===== src/rtl/cpu_pkg.sv =====
// Shared CPU front-end definitions: widths, the canonical nop encoding and
// the fetch controller state type.
package cpu_pkg;

    localparam int XLEN   = 32;
    localparam int INSN_W = 32;

    localparam logic [INSN_W-1:0] NOP_INSN = 32'h0000_0013;

    typedef enum logic [1:0] {
        REQ,
        WAIT,
        DRAIN
    } fetch_state_t;

endpackage


===== src/rtl/fetch_out_reg.sv =====
// One-entry valid/ready pipeline register with load, consume and flush.
// Flush beats load, and load beats consume, so a same-cycle refill keeps valid high.
module fetch_out_reg #(
    parameter int           W          = 64,
    parameter logic [W-1:0] RESET_DATA = '0
) (
    input  logic         clk,
    input  logic         rst_n,
    input  logic         load,
    input  logic [W-1:0] load_data,
    input  logic         consume,
    input  logic         flush,
    output logic         valid,
    output logic [W-1:0] data
);

    logic         valid_q, valid_d;
    logic [W-1:0] data_q,  data_d;

    always_comb begin
        valid_d = valid_q;
        data_d  = data_q;
        if (flush) begin
            valid_d = 1'b0;
        end else if (load) begin
            valid_d = 1'b1;
            data_d  = load_data;
        end else if (consume) begin
            valid_d = 1'b0;
        end
    end

    always_ff @(posedge clk or negedge rst_n) begin
        if (!rst_n) begin
            valid_q <= 1'b0;
            data_q  <= RESET_DATA;
        end else begin
            valid_q <= valid_d;
            data_q  <= data_d;
        end
    end

    assign valid = valid_q;
    assign data  = data_q;

endmodule


===== src/rtl/fetch_unit.sv =====
// Instruction fetch stage: one outstanding imem request, one-entry output
// register toward decode, and redirect handling that squashes in-flight work.
module fetch_unit
    import cpu_pkg::fetch_state_t, cpu_pkg::REQ, cpu_pkg::WAIT, cpu_pkg::DRAIN,
           cpu_pkg::NOP_INSN, cpu_pkg::INSN_W;
#(
    parameter int              XLEN     = cpu_pkg::XLEN,
    parameter logic [XLEN-1:0] RESET_PC = '0
) (
    input  logic              clk,
    input  logic              rst_n,
    output logic              imem_req_valid,
    input  logic              imem_req_ready,
    output logic [XLEN-1:0]   imem_req_addr,
    input  logic              imem_rsp_valid,
    input  logic [INSN_W-1:0] imem_rsp_data,
    input  logic              redirect_valid,
    input  logic [XLEN-1:0]   redirect_pc,
    output logic              out_valid,
    input  logic              out_ready,
    output logic [INSN_W-1:0] out_instruction,
    output logic [XLEN-1:0]   out_pc
);

    fetch_state_t    state_q, state_d;
    logic [XLEN-1:0] pc_q, pc_d;
    logic [XLEN-1:0] redirect_target;
    logic            slot_free;
    logic            req_allowed;
    logic            fill;
    logic            unused_redirect_lsbs;

    logic [INSN_W+XLEN-1:0] out_data;

    assign redirect_target      = {redirect_pc[XLEN-1:2], 2'b00};
    assign unused_redirect_lsbs = ^redirect_pc[1:0];
    assign slot_free            = !out_valid || out_ready;
    // Gating with rst_n keeps the request line quiet for the whole reset pulse.
    assign req_allowed          = rst_n && slot_free && !redirect_valid;
    assign imem_req_addr        = pc_q;

    always_comb begin
        state_d        = state_q;
        pc_d           = pc_q;
        imem_req_valid = 1'b0;
        fill           = 1'b0;
        case (state_q)
            REQ: begin
                imem_req_valid = req_allowed;
                if (redirect_valid) begin
                    pc_d = redirect_target;
                end else if (req_allowed && imem_req_ready) begin
                    pc_d    = pc_q + XLEN'(4);
                    state_d = WAIT;
                end
            end
            WAIT: begin
                if (redirect_valid) begin
                    pc_d    = redirect_target;
                    state_d = imem_rsp_valid ? REQ : DRAIN;
                end else if (imem_rsp_valid) begin
                    fill    = 1'b1;
                    state_d = REQ;
                end
            end
            DRAIN: begin
                if (redirect_valid) begin
                    pc_d = redirect_target;
                end
                if (imem_rsp_valid) begin
                    state_d = REQ;
                end
            end
            default: begin
                state_d = REQ;
            end
        endcase
    end

    always_ff @(posedge clk or negedge rst_n) begin
        if (!rst_n) begin
            state_q <= REQ;
            pc_q    <= RESET_PC;
        end else begin
            state_q <= state_d;
            pc_q    <= pc_d;
        end
    end

    // pc has already advanced past the word being returned, hence pc-4.
    fetch_out_reg #(
        .W          (INSN_W + XLEN),
        .RESET_DATA ({NOP_INSN, {XLEN{1'b0}}})
    ) u_out_reg (
        .clk       (clk),
        .rst_n     (rst_n),
        .load      (fill),
        .load_data ({imem_rsp_data, pc_q - XLEN'(4)}),
        .consume   (out_ready),
        .flush     (redirect_valid),
        .valid     (out_valid),
        .data      (out_data)
    );

    assign {out_instruction, out_pc} = out_data;

endmodule

===== config.mk =====
export PLATFORM = sky130hd
export DESIGN_NAME = fetch_unit
export DESIGN_NICKNAME = d
export VERILOG_FILES = /design/src/rtl/cpu_pkg.sv /design/src/rtl/fetch_out_reg.sv /design/src/rtl/fetch_unit.sv
export SDC_FILE = /design/constraint.sdc
export NUM_CORES = 1
export LEC_CHECK = 0
export ABC_CLOCK_PERIOD_IN_PS = 6400
export BUFFER_PORTS_ARGS = -buffer_cell sky130_fd_sc_hd__buf_4
export CAP_MARGIN = 10
export CORE_MARGIN = 10
export CORE_UTILIZATION = 45
export CTS_BUF_LIST = sky130_fd_sc_hd__clkbuf_2
export CTS_CLUSTER_SIZE = 40
export DETAILED_ROUTE_END_ITERATION = 8
export GPL_TIMING_DRIVEN = 0
export PLACE_DENSITY = 0.71
export SLEW_MARGIN = 20
export SYNTH_ARGS = -nofsm -noshare
export SYNTH_HDL_FRONTEND = slang
export SYNTH_HIERARCHICAL = 1
export SYNTH_SLANG_ARGS = --single-unit

===== constraint.sdc =====
create_clock -name clk -period 6.4 [get_ports clk]
set_input_delay 1.28 -clock clk [delete_from_list [all_inputs] [get_ports clk]]
set_output_delay 1.28 -clock clk [all_outputs]
set_load 0.1 [all_outputs]

# Word level (Yosys, flattened, before mapping)
# Index checks and enable logic that the tools add are counted.
[op_classes]
n_addsub = 2
eq_ne = 6
mux = 17
bitwise = 1
reduce_logical = 13
[ops]
columns = ["operator", "n"]
rows = [
  ["2-to-1 mux 32 bit", 3],
  ["one-hot mux 32 bit (2 select lines)", 1],
  ["adder 32 x 3 -> 32 bit, second input constant", 1],
  ["subtractor 32 x 3 -> 32 bit, second input constant", 1],
  ["2-to-1 mux 2 bit", 5],
  ["2-to-1 mux 1 bit", 7],
  ["one-hot mux 2 bit (3 select lines)", 1],
  ["inequality test 2 bit, second input constant", 2],
  ["AND reduction 2 bit", 2],
  ["logical AND 1 bit", 3],
  ["inequality test 3 bit, second input constant", 1],
  ["AND reduction 3 bit", 1],
  ["nonzero test 3 bit", 1],
  ["equality test 2 x 1 -> 1 bit, second input constant", 1],
  ["equality test 2 bit, second input constant", 1],
  ["zero test 1 bit", 2],
  ["zero test 2 bit", 1],
  ["inequality test 2 x 1 -> 1 bit, second input constant", 1],
  ["nonzero test 2 bit", 1],
  ["OR reduction 2 bit", 1],
  ["logical OR 1 bit", 1],
  ["inverter 1 bit", 1],
]
[totals]
register_bits = 99
in_bits = 70
output_inout_bits = 98
elab_cells = 43

# Logic depth before layout (Yosys ltp)
[depth]
ltp_word = 8
ltp_mapped = 8
depth_no_buf = 8

# Hierarchy
# The synthesis kept the hierarchy.
[modules_own_cells]
columns = ["module", "n_inst", "cells_each", "area_per_inst_um2", "seq_area_each_um2"]
rows = [
  ["fetch_unit", 1, 341, 2773.9, 800.8],
  ["fetch_out_reg", 1, 140, 2745.1, 1630.3],
]

# Worst setup path after synthesis
# OpenSTA, ideal clock, no wires.
[synth_path]
path_kind = "input-to-output"
from = "input port out_ready"
to = "output port imem_req_valid"
t_arrival_ns = 3.495
t_required_ns = 5.120
setup_slack_ns = 1.625
cell_stages = 3
n_path_buf = 0
cell_sequence = "nand2b_1 -> nand2_1 -> nor3_1"
[synth_via]
elab_chain_cells = 4
[synth_lines]
columns = ["item", "line", "text"]
rows = [
  ["from (decl)", "fetch_unit.sv:20", "input logic out_ready,"],
  ["logical OR 1 bit", "fetch_unit.sv:37", "assign slot_free = !out_valid || out_ready;"],
  ["logical AND 1 bit (2 in series)", "fetch_unit.sv:39", "assign req_allowed = rst_n && slot_free && !redirect_valid;"],
  ["2-to-1 mux 1 bit", "fetch_unit.sv:47", "case (state_q)"],
  ["to (decl)", "fetch_unit.sv:12", "output logic imem_req_valid,"],
]
# Every way passes these cells.

# Final worst setup path
[layout_path]
from = "input port rst_n"
to = "output port imem_req_valid"
[layout_via]
elab_chain_cells = 3
[layout_lines]
columns = ["item", "line", "text"]
rows = [
  ["from (decl)", "fetch_unit.sv:11", "input logic rst_n,"],
  ["logical AND 1 bit (2 in series)", "fetch_unit.sv:39", ""],
  ["2-to-1 mux 1 bit", "fetch_unit.sv:47", ""],
]
# Every way passes these cells.

==> flow_metrics.tcl <==
set metrics [dict create \
    drc 0 \
    critPathTopFamily "buffers and inverters" \
    synth_top_area_frac 0.426 \
    hp-class "register to register" \
    numCtsBuffers 9 \
    htree_levels 3 \
    cp_max_fo 100 \
    grt_max_degree 101 \
    syn_area_um2 5520 \
    yosys-top-cells-area "dfrtp_1 43%, mux2_4 16%, a21oi_1 3.6%" \
    cts_resized 0 \
    dpl.hpwl_um 12000 \
    antenna_found_initial 0 \
    n_antenna_cell 0 \
    grt_overflow 0 \
    synth_commonest_cells "94 x dfrtp_1, 60 x mux2_4, 40 x a21oi_1" \
    yosysMostFrequentCell "dfrtp_1" \
    clockBufferDepth 2 \
    fillers 1032 \
    clock-sinks 97 \
    hp-start "u_out_reg/data[44]$_DFFE_PN0P_" \
    drt-initial-drc-count 350 \
    cp-end-kind "primary output" \
    stdcell_count 810 \
    outcome "finished clean" \
    syn_avg_cell_area_um2 11.5 \
    synth-seq-area-share 0.440 \
    rows 40 \
    synth_edf_count 0 \
    vias 4498 \
    hold_buffers 0 \
    ant_nets 0 \
    final.min_clock_period_ps 3890 \
    area_delta_synth_final_pct 28.1 \
    final-setup-viol-count 0 \
    async_reset_ff_frac 1.00 \
    path_class "primary input to primary output" \
    grt_pass1_wl_um 24800 \
    dp_cells 794 \
    synth_cells 481 \
    grt_usage 0.184 \
    cts_root_buf "clkbuf_2" \
    routed_wl_um 16100 \
    clkLatencyLatePin_ps 600 \
    ys.flop_type "dfrtp_1" \
    path_clk_slew_ps 220 \
    initial_core_util 0.459 \
    max-cap-violations 0 \
    port_buffers 163 \
    dr.pass1.iters 5 \
    drive_above_1_share 0.440 \
    critPathMaxStageDelay_ps 650 \
    worst_pin_slew_ps 905 \
    hold_viol 0 \
    synth_top_area_cell "dfrtp_1" \
    grt_pass1_vias 4575 \
    grt_setup_unrepaired "false" \
    slew_headroom 0.397 \
    die_h_um 131 \
    fp.coreArea_um2 12000 \
    path_depth 4 \
    regArea_um2 2430 \
    reg2reg_depth 8 \
    ys_ff_latch 97 \
    cp.required_ps 5120 \
    chipWidth_um 131 \
    r2r-start "imem_req_addr[2]$_DFFE_PN0P_" \
    min_path_cells 1 \
    cts_setup_buffers 0 \
    slew_violations 0 \
    die-area_um2 17100 \
    io_pins 168 \
    crit_start "rst_n" \
    routabilityCongestion 0.926 \
    ys_warn_count 6 \
    arrival_ps 2610 \
    final_area_um2 7070 \
    wl_per_cell_um 19.8 \
    startpoint_type "primary input" \
    multiInputGateArea_um2 2720 \
    fin_skew_ps 37.5 \
    nets 734 \
    via_per_inst 5.55 \
    cts_tree "yes" \
    slowest_stage "buf_6" \
    period_share 0.607 \
    post_dp_cell_area_um2 6940 \
    path_buf_inv 2 \
    fmax_ghz 0.257 \
    crit_chain "buf_6 -> nand2_1 -> nor3_1 -> buf_4" \
    ys_types 63 \
    tns_ps 0 \
]
-- layout by cell type (no fill, tap or decap), drive strengths merged, types with 6 or more instances in the layout --
| master | synthesis | final |
|---|---|---|
| nor3 | 13 | 13 |
| o22ai | 11 | 11 |
| nand2 | 29 | 29 |
| a2bb2oi | 6 | 6 |
| ha | 6 | 6 |
| nand2b | 6 | 6 |
| xnor2 | 10 | 10 |
| buf | 19 | 182 |
| nor2 | 17 | 17 |
| dfrtp | 94 | 94 |
| a21oi | 40 | 40 |
| mux2 | 64 | 64 |
| nand4 | 8 | 8 |
| xor2 | 16 | 16 |
| or4 | 6 | 6 |
| nand3 | 21 | 21 |
| nor4 | 9 | 9 |
| o21ai | 24 | 24 |
| clkbuf | 17 | 26 |
| inv | 14 | 14 |
-- final timing paths --
kind / endpoint / slack, ps
min in group asynchronous: u_out_reg/data[28]$_DFFE_PN0P_ / 730
max in group asynchronous: u_out_reg/data[40]$_DFFE_PN0P_ / 5040
min reg2reg: u_out_reg/data[44]$_DFFE_PN0P_ / 540
max reg2reg: u_out_reg/data[22]$_DFFE_PN0P_ / 3580
min: u_out_reg/data[44]$_DFFE_PN0P_ / 540
max: imem_req_valid / 2510
-- per-stage QoR --
step                setup slack (ps)  hold slack (ps)   util
floorplan                       1630              553      -
global placement                2230              490  0.578
detailed placement              2460              494  0.578
CTS                             2490              549  0.589
global route                    2360              565  0.589
finish                          2510              541  0.589
-- sequential cells by signal (all words and copies together) (netlist names) --
| name | flops |
|---|---|
| u_out_reg/data | 64 |
| imem_req_addr | 30 |
| state_q | 2 |
| u_out_reg/valid | 1 |
-- cells by family after synthesis --
group | after synthesis | synth area share
other | 1 | 0.000679
muxes | 64 | 0.171
adders and majority gates | 6 | 0.0136
AOI/OAI and AO/OA | 106 | 0.116
xor gates and xnor gates | 26 | 0.0413
DFF | 97 | 0.440
buffers and inverters | 50 | 0.0696
and+or+nand+nor | 131 | 0.147
-- metal layers --
metal	part of all wire	up-vias	GRT usage	wire length (µm)
met5	0	-	0	0
met4	0.023	0	0.0772	368
met3	0.086	26	0.0423	1390
met2	0.47	203	0.298	7600
met1	0.42	2174	0.233	6700
li1	-	2095	-	-
-- final cells by class --
class / count / share of cell area
Sequential cell: 97 / 0.344
Clock inverter: 7 / 0.0120
Multi-Input combinational cell: 337 / 0.384
Timing Repair Buffer: 163 / 0.174
Tap cell: 147 / 0.0260
Inverter: 14 / 0.00743
Clock buffer: 9 / 0.00637
Buffer: 36 / 0.0469
Power is left out: the tool's default activity adds up to more than one toggle a clock period on the data nets, which glitch-free logic cannot reach.
